<file path="src/rtl/rs232_pkg.sv">
// Shared types and line levels for the RS-232 transmit path.
package rs232_pkg;

   typedef enum logic [2:0] {IDLE, START, DATA, PARITY, STOP, FIN} tx_state_t;

   localparam int   BITS_PER_CHAR = 8;
   localparam logic START_LVL     = 1'b0;
   localparam logic STOP_LVL      = 1'b1;
   localparam logic IDLE_LVL      = 1'b1;

endpackage

</file>
<file path="src/rtl/rs232_baud_tick.sv">
// Bit-period timer: pulses tick every CLKS_PER_BIT enabled cycles, held at zero while disabled.
module rs232_baud_tick #(
   parameter int CLKS_PER_BIT = 44
) (
   input  logic clk,
   input  logic rst,
   input  logic en,
   output logic tick
);

   localparam int CNT_W = $clog2(CLKS_PER_BIT);

   logic [CNT_W-1:0] cnt;

   assign tick = en && (cnt == CNT_W'(CLKS_PER_BIT - 1));

   always_ff @(posedge clk or negedge rst) begin
      if (!rst)             cnt <= '0;
      else if (!en || tick) cnt <= '0;
      else                  cnt <= cnt + CNT_W'(1);
   end

endmodule

</file>
<file path="src/rtl/rs232_tx_block.sv">
// Serialises a NUM_BYTES block as back-to-back async frames, byte 0 first, LSB first.
// Define RS232_TX_PARITY_EN for 8E1 frames; otherwise 8N1.
module rs232_tx_block
   import rs232_pkg::*;
#(
   parameter int CLKS_PER_BIT = 44,
   parameter int NUM_BYTES    = 8
) (
   input  logic                   clk,
   input  logic                   rst,
   input  logic [8*NUM_BYTES-1:0] data_in,
   input  logic                   tx_start,
   output logic                   tx_out,
   output logic                   busy,
   output logic                   done
);

   localparam int DW     = BITS_PER_CHAR * NUM_BYTES;
   localparam int BYTE_W = (NUM_BYTES > 1) ? $clog2(NUM_BYTES) : 1;

   tx_state_t                state, state_nxt;
   logic [DW-1:0]            shreg;
   logic [2:0]               bit_cnt;
   logic [BYTE_W-1:0]        byte_cnt;
   logic [BITS_PER_CHAR-1:0] cur_byte;
   logic                     bit_tick, baud_en, last_byte;

   assign cur_byte  = shreg[BITS_PER_CHAR-1:0];
   assign last_byte = (byte_cnt == BYTE_W'(NUM_BYTES - 1));
   assign baud_en   = (state == START) || (state == DATA) ||
                      (state == PARITY) || (state == STOP);

   rs232_baud_tick #(.CLKS_PER_BIT(CLKS_PER_BIT)) u_baud (
      .clk  (clk),
      .rst  (rst),
      .en   (baud_en),
      .tick (bit_tick)
   );

   always_ff @(posedge clk or negedge rst) begin
      if (!rst) state <= IDLE;
      else      state <= state_nxt;
   end

   // Outputs decode straight from state so an async reset drops the line high at once.
   always_comb begin
      state_nxt = state;
      tx_out    = IDLE_LVL;
      busy      = 1'b1;
      done      = 1'b0;
      case (state)
         IDLE: begin
            busy = 1'b0;
            if (tx_start) state_nxt = START;
         end
         START: begin
            tx_out = START_LVL;
            if (bit_tick) state_nxt = DATA;
         end
         DATA: begin
            tx_out = cur_byte[bit_cnt];
`ifdef RS232_TX_PARITY_EN
            if (bit_tick && bit_cnt == 3'd7) state_nxt = PARITY;
`else
            if (bit_tick && bit_cnt == 3'd7) state_nxt = STOP;
`endif
         end
`ifdef RS232_TX_PARITY_EN
         PARITY: begin
            tx_out = ^cur_byte;
            if (bit_tick) state_nxt = STOP;
         end
`endif
         STOP: begin
            tx_out = STOP_LVL;
            if (bit_tick) state_nxt = last_byte ? FIN : START;
         end
         FIN: begin
            busy      = 1'b0;
            done      = 1'b1;
            state_nxt = IDLE;
         end
         default: begin
            busy      = 1'b0;
            state_nxt = IDLE;
         end
      endcase
   end

   // The current byte always sits in the low bits; each finished frame shifts the next one down.
   always_ff @(posedge clk or negedge rst) begin
      if (!rst) begin
         shreg    <= '0;
         bit_cnt  <= '0;
         byte_cnt <= '0;
      end else begin
         case (state)
            IDLE: if (tx_start) begin
               shreg    <= data_in;
               bit_cnt  <= '0;
               byte_cnt <= '0;
            end
            START: if (bit_tick) bit_cnt <= '0;
            DATA:  if (bit_tick) bit_cnt <= bit_cnt + 3'd1;
            STOP:  if (bit_tick && !last_byte) begin
               byte_cnt <= byte_cnt + BYTE_W'(1);
               shreg    <= shreg >> BITS_PER_CHAR;
            end
            default: ;
         endcase
      end
   end

endmodule

</file>
<file path="config.mk">
export PLATFORM = sky130hd
export DESIGN_NAME = rs232_tx_block
export DESIGN_NICKNAME = d
export VERILOG_FILES = /design/src/rtl/rs232_pkg.sv /design/src/rtl/rs232_baud_tick.sv /design/src/rtl/rs232_tx_block.sv
export SDC_FILE = /design/constraint.sdc
export NUM_CORES = 1
export LEC_CHECK = 0
export BUFFER_PORTS_ARGS = -buffer_cell sky130_fd_sc_hd__buf_4
export CAP_MARGIN = 20
export CORE_ASPECT_RATIO = 1.4
export CORE_UTILIZATION = 30
export DETAILED_ROUTE_END_ITERATION = 16
export HOLD_SLACK_MARGIN = 0.1
export PLACE_DENSITY_LB_ADDON = 0.25
export SLEW_MARGIN = 10
export SYNTH_ARGS = -nofsm -noshare
export SYNTH_HDL_FRONTEND = slang
export SYNTH_HIERARCHICAL = 1
export SYNTH_SLANG_ARGS = --single-unit
export TNS_END_PERCENT = 50
</file>
<file path="constraint.sdc">
create_clock -name clk -period 4.7 [get_ports clk]
set_input_delay 0.94 -clock clk [delete_from_list [all_inputs] [get_ports clk]]
set_output_delay 0.94 -clock clk [all_outputs]
set_load 0.005 [all_outputs]
</file>
### Yosys cells after proc, flatten, opt, wreduce, memory -nomap -nowiden

Cells that the tools add are included.
W data, S select, Z words.

* bits in registers: 79
* input bits: 67
* output and inout port bits: 3
* word-level logic and storage cells: 60

* add/sub/neg operators: 3
* magnitude comparators: 1
* equality and inequality tests: 14
* muxes and demuxes: 21
* reduce and logical (&&, ||, !) cells: 16

Operators with widths (number)
* $mux W64: 2
* $pmux W64 S2: 1
* $mux W3: 9
* $eq A3 B3 Y1 const B: 4
* $pmux W3 S4: 1
* $pmux W3 S3: 1
* $ne A2 B2 Y1 const B: 4
* $reduce_and A4 Y1: 2
* $add A3 B1 Y3 const B: 2
* $add A6 B1 Y6 const B: 1
* $eq A3 B2 Y1 const B: 2
* $eq A6 B6 Y1 const B: 1
* $mux W6: 1
* $pmux W3 S2: 1
* $logic_or A1 B1 Y1: 4
* $lt A3 B4 Y1 const B: 1
* $ne A2 B1 Y1 const B: 2
* $bmux W1 S3: 1
* $eq A3 B1 Y1 const B: 1
* $logic_and A1 B1 Y1: 3
* $logic_not A3 Y1: 1
* $mux W1: 3
* $reduce_and A3 Y1: 1
* $reduce_bool A3 Y1: 1
* other kinds (4): 5

### Logic depth before layout (Yosys ltp)

* depth in word-level cells: 8
* depth in mapped cells: 10
* gate-level depth less buffers: 7

### Cells and area by module

Netlist, hierarchy kept.

Modules (own cells, without submodules)
* rs232_tx_block: times used 1, cells each 326, area an instance 3495.9 sq um, sequential area each 1826.8 sq um
* rs232_baud_tick: times used 1, cells each 25, area an instance 285.3 sq um, sequential area each 150.1 sq um

### Least setup slack after synthesis

No wires, ideal clock.

* path kind: register to register
* start point: register state[0]
* end point: register shreg[58]
* arrival: 2.389 ns
* setup slack: 2.190 ns
* stages on the path, launching flop included: 10
* path through: dfrtp_1 > buf_2 > nor2_1 > xnor2_1 > nor3b_1 > nand3b_1 > a211o_1 > buf_6 > buf_6 > a22o_1

* longest elaborated chain between the ends: 8
* elaborated cells between the ends (all ways): 15

RTL lines
* from (decl): RTL line rs232_tx_block.sv:21 `tx_state_t state, state_nxt;`
* from (signal assigned): RTL line rs232_tx_block.sv:42 `else state <= state_nxt;`
* $eq A3 B1 Y1 / $eq A3 B2 Y1 (equally long branches): RTL line rs232_tx_block.sv:30 `assign baud_en = (state == START) || (state == DATA) ||`
* $logic_or A1 B1 Y1 (2 in series): RTL line rs232_tx_block.sv:30
* $logic_or A1 B1 Y1 *: RTL line rs232_tx_block.sv:31 `(state == PARITY) || (state == STOP);`
* named net baud_en: RTL line rs232_tx_block.sv:26 `logic bit_tick, baud_en, last_byte;`
* $logic_and A1 B1 Y1 *: RTL line rs232_baud_tick.sv:15 `assign tick = en && (cnt == CNT_W'(CLKS_PER_BIT - 1));`
* named net bit_tick: RTL line rs232_tx_block.sv:26
* $logic_and A1 B1 Y1 *: RTL line rs232_tx_block.sv:105 `STOP: if (bit_tick && !last_byte) begin`
* $ne A2 B1 Y1 (no source line) *
* $reduce_and A3 Y1 (no source line) *
* to (signal assigned): RTL line rs232_tx_block.sv:99 `shreg <= data_in;`
* to (signal assigned): RTL line rs232_tx_block.sv:107 `shreg <= shreg >> BITS_PER_CHAR;`
* to (decl): RTL line rs232_tx_block.sv:22 `logic [DW-1:0] shreg;`

The timed path passes the listed nets; every way through them passes the cells marked *.
A chain may end at the register's enable or synchronous reset.

### Worst setup path in the final report

* start point: register state[1]
* end point: register shreg[56]

The elaborated chain is that of the path after synthesis.

==> flow_metrics.py <==
metrics = {
    "power_and_ir_drop": {
        "power_density_mw_per_mm2": 499,
        "p_leak_nw": 2.06,
        "total_power_mw": 2.32,
        "max-vdd-ir-drop_mv": 0.203,
    },
    "clock_tree": {
        "clock_latency_ns": 0.33,
        "cts_hold_buf": 0,
        "post_cts_buffers": 0,
        "cts_resized": 0,
        "cts_made_buffers": 9,
        "htree_levels": 3,
        "clock_path_buffers": 2,
        "cts_sinks": 79,
        "clkTransAtPathRegs_ns": 0.06,
        "cts_tree": "built",
        "clockRootBuffer": "clkbuf_16",
    },
    "logic_synthesis": {
        "ys_seq_area_share_pct": 52.3,
        "yosysWarnings": 6,
        "synth_edf_count": 0,
        "yosysMostFrequentCell": "dfrtp_1",
        "synth.area.top_cells": "dfrtp_1 (52%), mux2i_1 (16%), o21ai_0 (7.7%), nand2_1 (6.4%), buf_6 (2.4%)",
        "syn_area_mm2": 0.00378,
        "synth_cells": 351,
        "synth_top_family_by_area": "multiplexers",
        "yosysUniqueCellTypes": 40,
        "yosys-top-cells-count": "dfrtp_1 (79), nand2_1 (64), mux2i_1 (60)",
        "synth_compound_area_share_pct": 12.1,
        "yosys.area_share.simple_pct": 11.5,
        "async_flop_share_pct": 100,
        "synth_xor_area_share_pct": 1.16,
        "syn_nets": 423,
        "ys_ff_latch": 79,
        "synth_area_leader_cell": "dfrtp_1",
        "netlist.area_leader.share_pct": 52.3,
        "synth-adder-area-share_pct": 1.65,
        "synth_area_per_cell_um2": 10.8,
        "synthFlopType": "dfrtp_1",
        "synthMuxAreaShare_pct": 16.8,
    },
    "global_routing": {
        "grt_use_total_pct": 13.5,
        "grt_pass1_vias": 2703,
        "grt.overflow.total": 0,
        "grt_pass1_wl_mm": 13.7,
        "grt_max_degree": 124,
        "antenna_found_initial": 0,
    },
    "sta": {
        "tns_ns": 0,
        "setup_viol": 0,
        "period_share_pct": 66.2,
        "slew_headroom_pct": 27.9,
        "clock_skew_ns": 0.00457,
        "max_clock_freq_mhz": 321,
        "worst_pin_slew_ns": 1.07,
        "fin_crit_ns": 3.11,
        "hold_viol_final": 0,
        "rsz0062_at_grt": "no",
        "whs_ns": 0.474,
        "drv_slew": 0,
    },
    "floorplanning": {
        "core_area_mm2": 0.0123,
        "num_rows": 48,
        "die_height_um": 135,
        "die_w_um": 96.9,
        "start_util_pct": 30.7,
        "io_pins": 70,
        "die-area_mm2": 0.0131,
    },
    "final_layout": {
        "diodes": 0,
        "nFillCells": 1244,
        "layout-drive-gt1-share_pct": 22.0,
        "syn_to_final_growth_pct": 23.0,
        "nNetsFinal": 482,
    },
    "routing": {
        "vias_per_cell": 4.68,
        "wl_per_cell_um": 14.8,
        "ant_nets": 0,
        "first_iter_violations": 119,
        "drc": 0,
        "route.final.wire_length_mm": 8.38,
        "vias": 2638,
        "firstDrtPassIters": 4,
    },
    "setup_path": {
        "crit_chain": "nor2_1, xnor2_1, nor3b_1, nand3b_1, a211o_4, a22o_1",
        "crit_family": "simple AND/OR/NAND/NOR gates",
        "worstPathArrival_ns": 3.33,
        "crit_path_start_kind": "flop",
        "r2r_cells": 6,
        "r2r-start": "state[1]",
        "cp_slowest_cell": "a211o_4",
        "r2r_end": "shreg[56]",
        "worst-path-max-fanout": 123,
        "crit_path_max_incr_delay_ns": 0.74,
        "crit_path_end_kind": "flop",
        "r2r_slack_ns": 1.59,
        "path_class": "reg2reg",
        "required_ns": 4.91,
        "timing.critical_path.buf_inv": 0,
    },
    "run_status": {
        "status": "completed",
    },
    "worst_hold_path": {
        "min_from": "shreg[27]",
        "hp-class": "reg2reg",
        "min_path_cells": 2,
        "hold-path-endpoint": "shreg[27]",
    },
    "place": {
        "hpwl_mm": 5.68,
        "portBuffers": 69,
        "gp_congestion": 0.777,
    },
    "run": {
        "maxCapViolations": 0,
    },
}
[logic make-up (layout without fill, tap and decap cells)]
logic type                 after synthesis  count (layout)
AOI/OAI and AO/OA                       79              79
xor gates and xnor gates                 5               5
adders and majority gates                5               5
buffers and inverters                   26              89
DFF                                     79              79
muxes                                   62              62
and+or+nand+nor                         95              95
[area by class of cell]
type	count	area [µm²]	share of cell area, %
flip-flops and latches	79	1980	42.5
well taps	150	188	4.04
multi-input cells	246	1640	35.4
clock buffers	15	278	5.97
inverters	3	11.3	0.242
repair buffers	71	553	11.9
[metal layers]
metal | vias up | GRT usage (%) | share of wire, %
li1 | 1337 | - | -
met1 | 1244 | 18.2 | 47
met2 | 43 | 21.0 | 48
met3 | 14 | 3.47 | 3.3
met4 | 0 | 4.98 | 1.8
met5 | - | 0 | 0
[worst register-to-register path, delay by kind of cell (launching register included)]
| family | cells | cell delay, ns |
|---|---|---|
| AOI/OAI and AO/OA | 2 | 1.15 |
| xor gates and xnor gates | 1 | 0.20 |
| DFF | 1 | 0.51 |
| and+or+nand+nor | 3 | 1.15 |
[power by group]
group,internal [mW],switching (mW)
combinational,0.248,0.233
sequential,0.991,0.194
clock,0.399,0.256
[registers in the layout (all words and copies together), names as in the netlist]
register / flops
u_baud/cnt: 6
bit_cnt: 3
state: 3
byte_cnt: 3
shreg: 64
[worst max-delay path by stage]
stage / depth (start not counted) / slack [ns] / startpoint / to
finish: 6 / 1.59 / state[1] / shreg[56]
global route: 7 / 1.28 / state[1] / shreg[48]
CTS: 6 / 1.60 / state[1] / shreg[56]
detailed placement: 6 / 1.61 / state[0] / shreg[56]
floorplan: 9 / 2.19 / state[0] / shreg[58]
global placement: 6 / 1.76 / state[0] / shreg[58]
[metrics by stage]
stage               instances  utilization [%]  instance area [µm²]  setup slack, ns
finish                    564             37.8                 4650             1.59
CTS                       563             37.6                 4620             1.60
floorplan                 351                -                 3780             2.19
global placement          548             35.3                 4350             1.76
detailed placement        548             35.3                 4350             1.61
global route              564             37.8                 4650             1.28
[cells in the final DEF (no fill, tap or decap), types with 3 or more instances in the layout]
cell type and count:
dfrtp_1 79, buf_4 70, nand2_1 64, mux2i_1 60, o21ai_0 58, clkbuf_16 9, a22o_1 8, nor2_1 6
nand2b_1 5, ha_1 5, xnor2_1 4, inv_1 3, nand3b_1 3, nor3_1 3, nand3_1 3, clkbuf_1 3
clkbuf_8 3
Power figures use the tool's default switching activity.
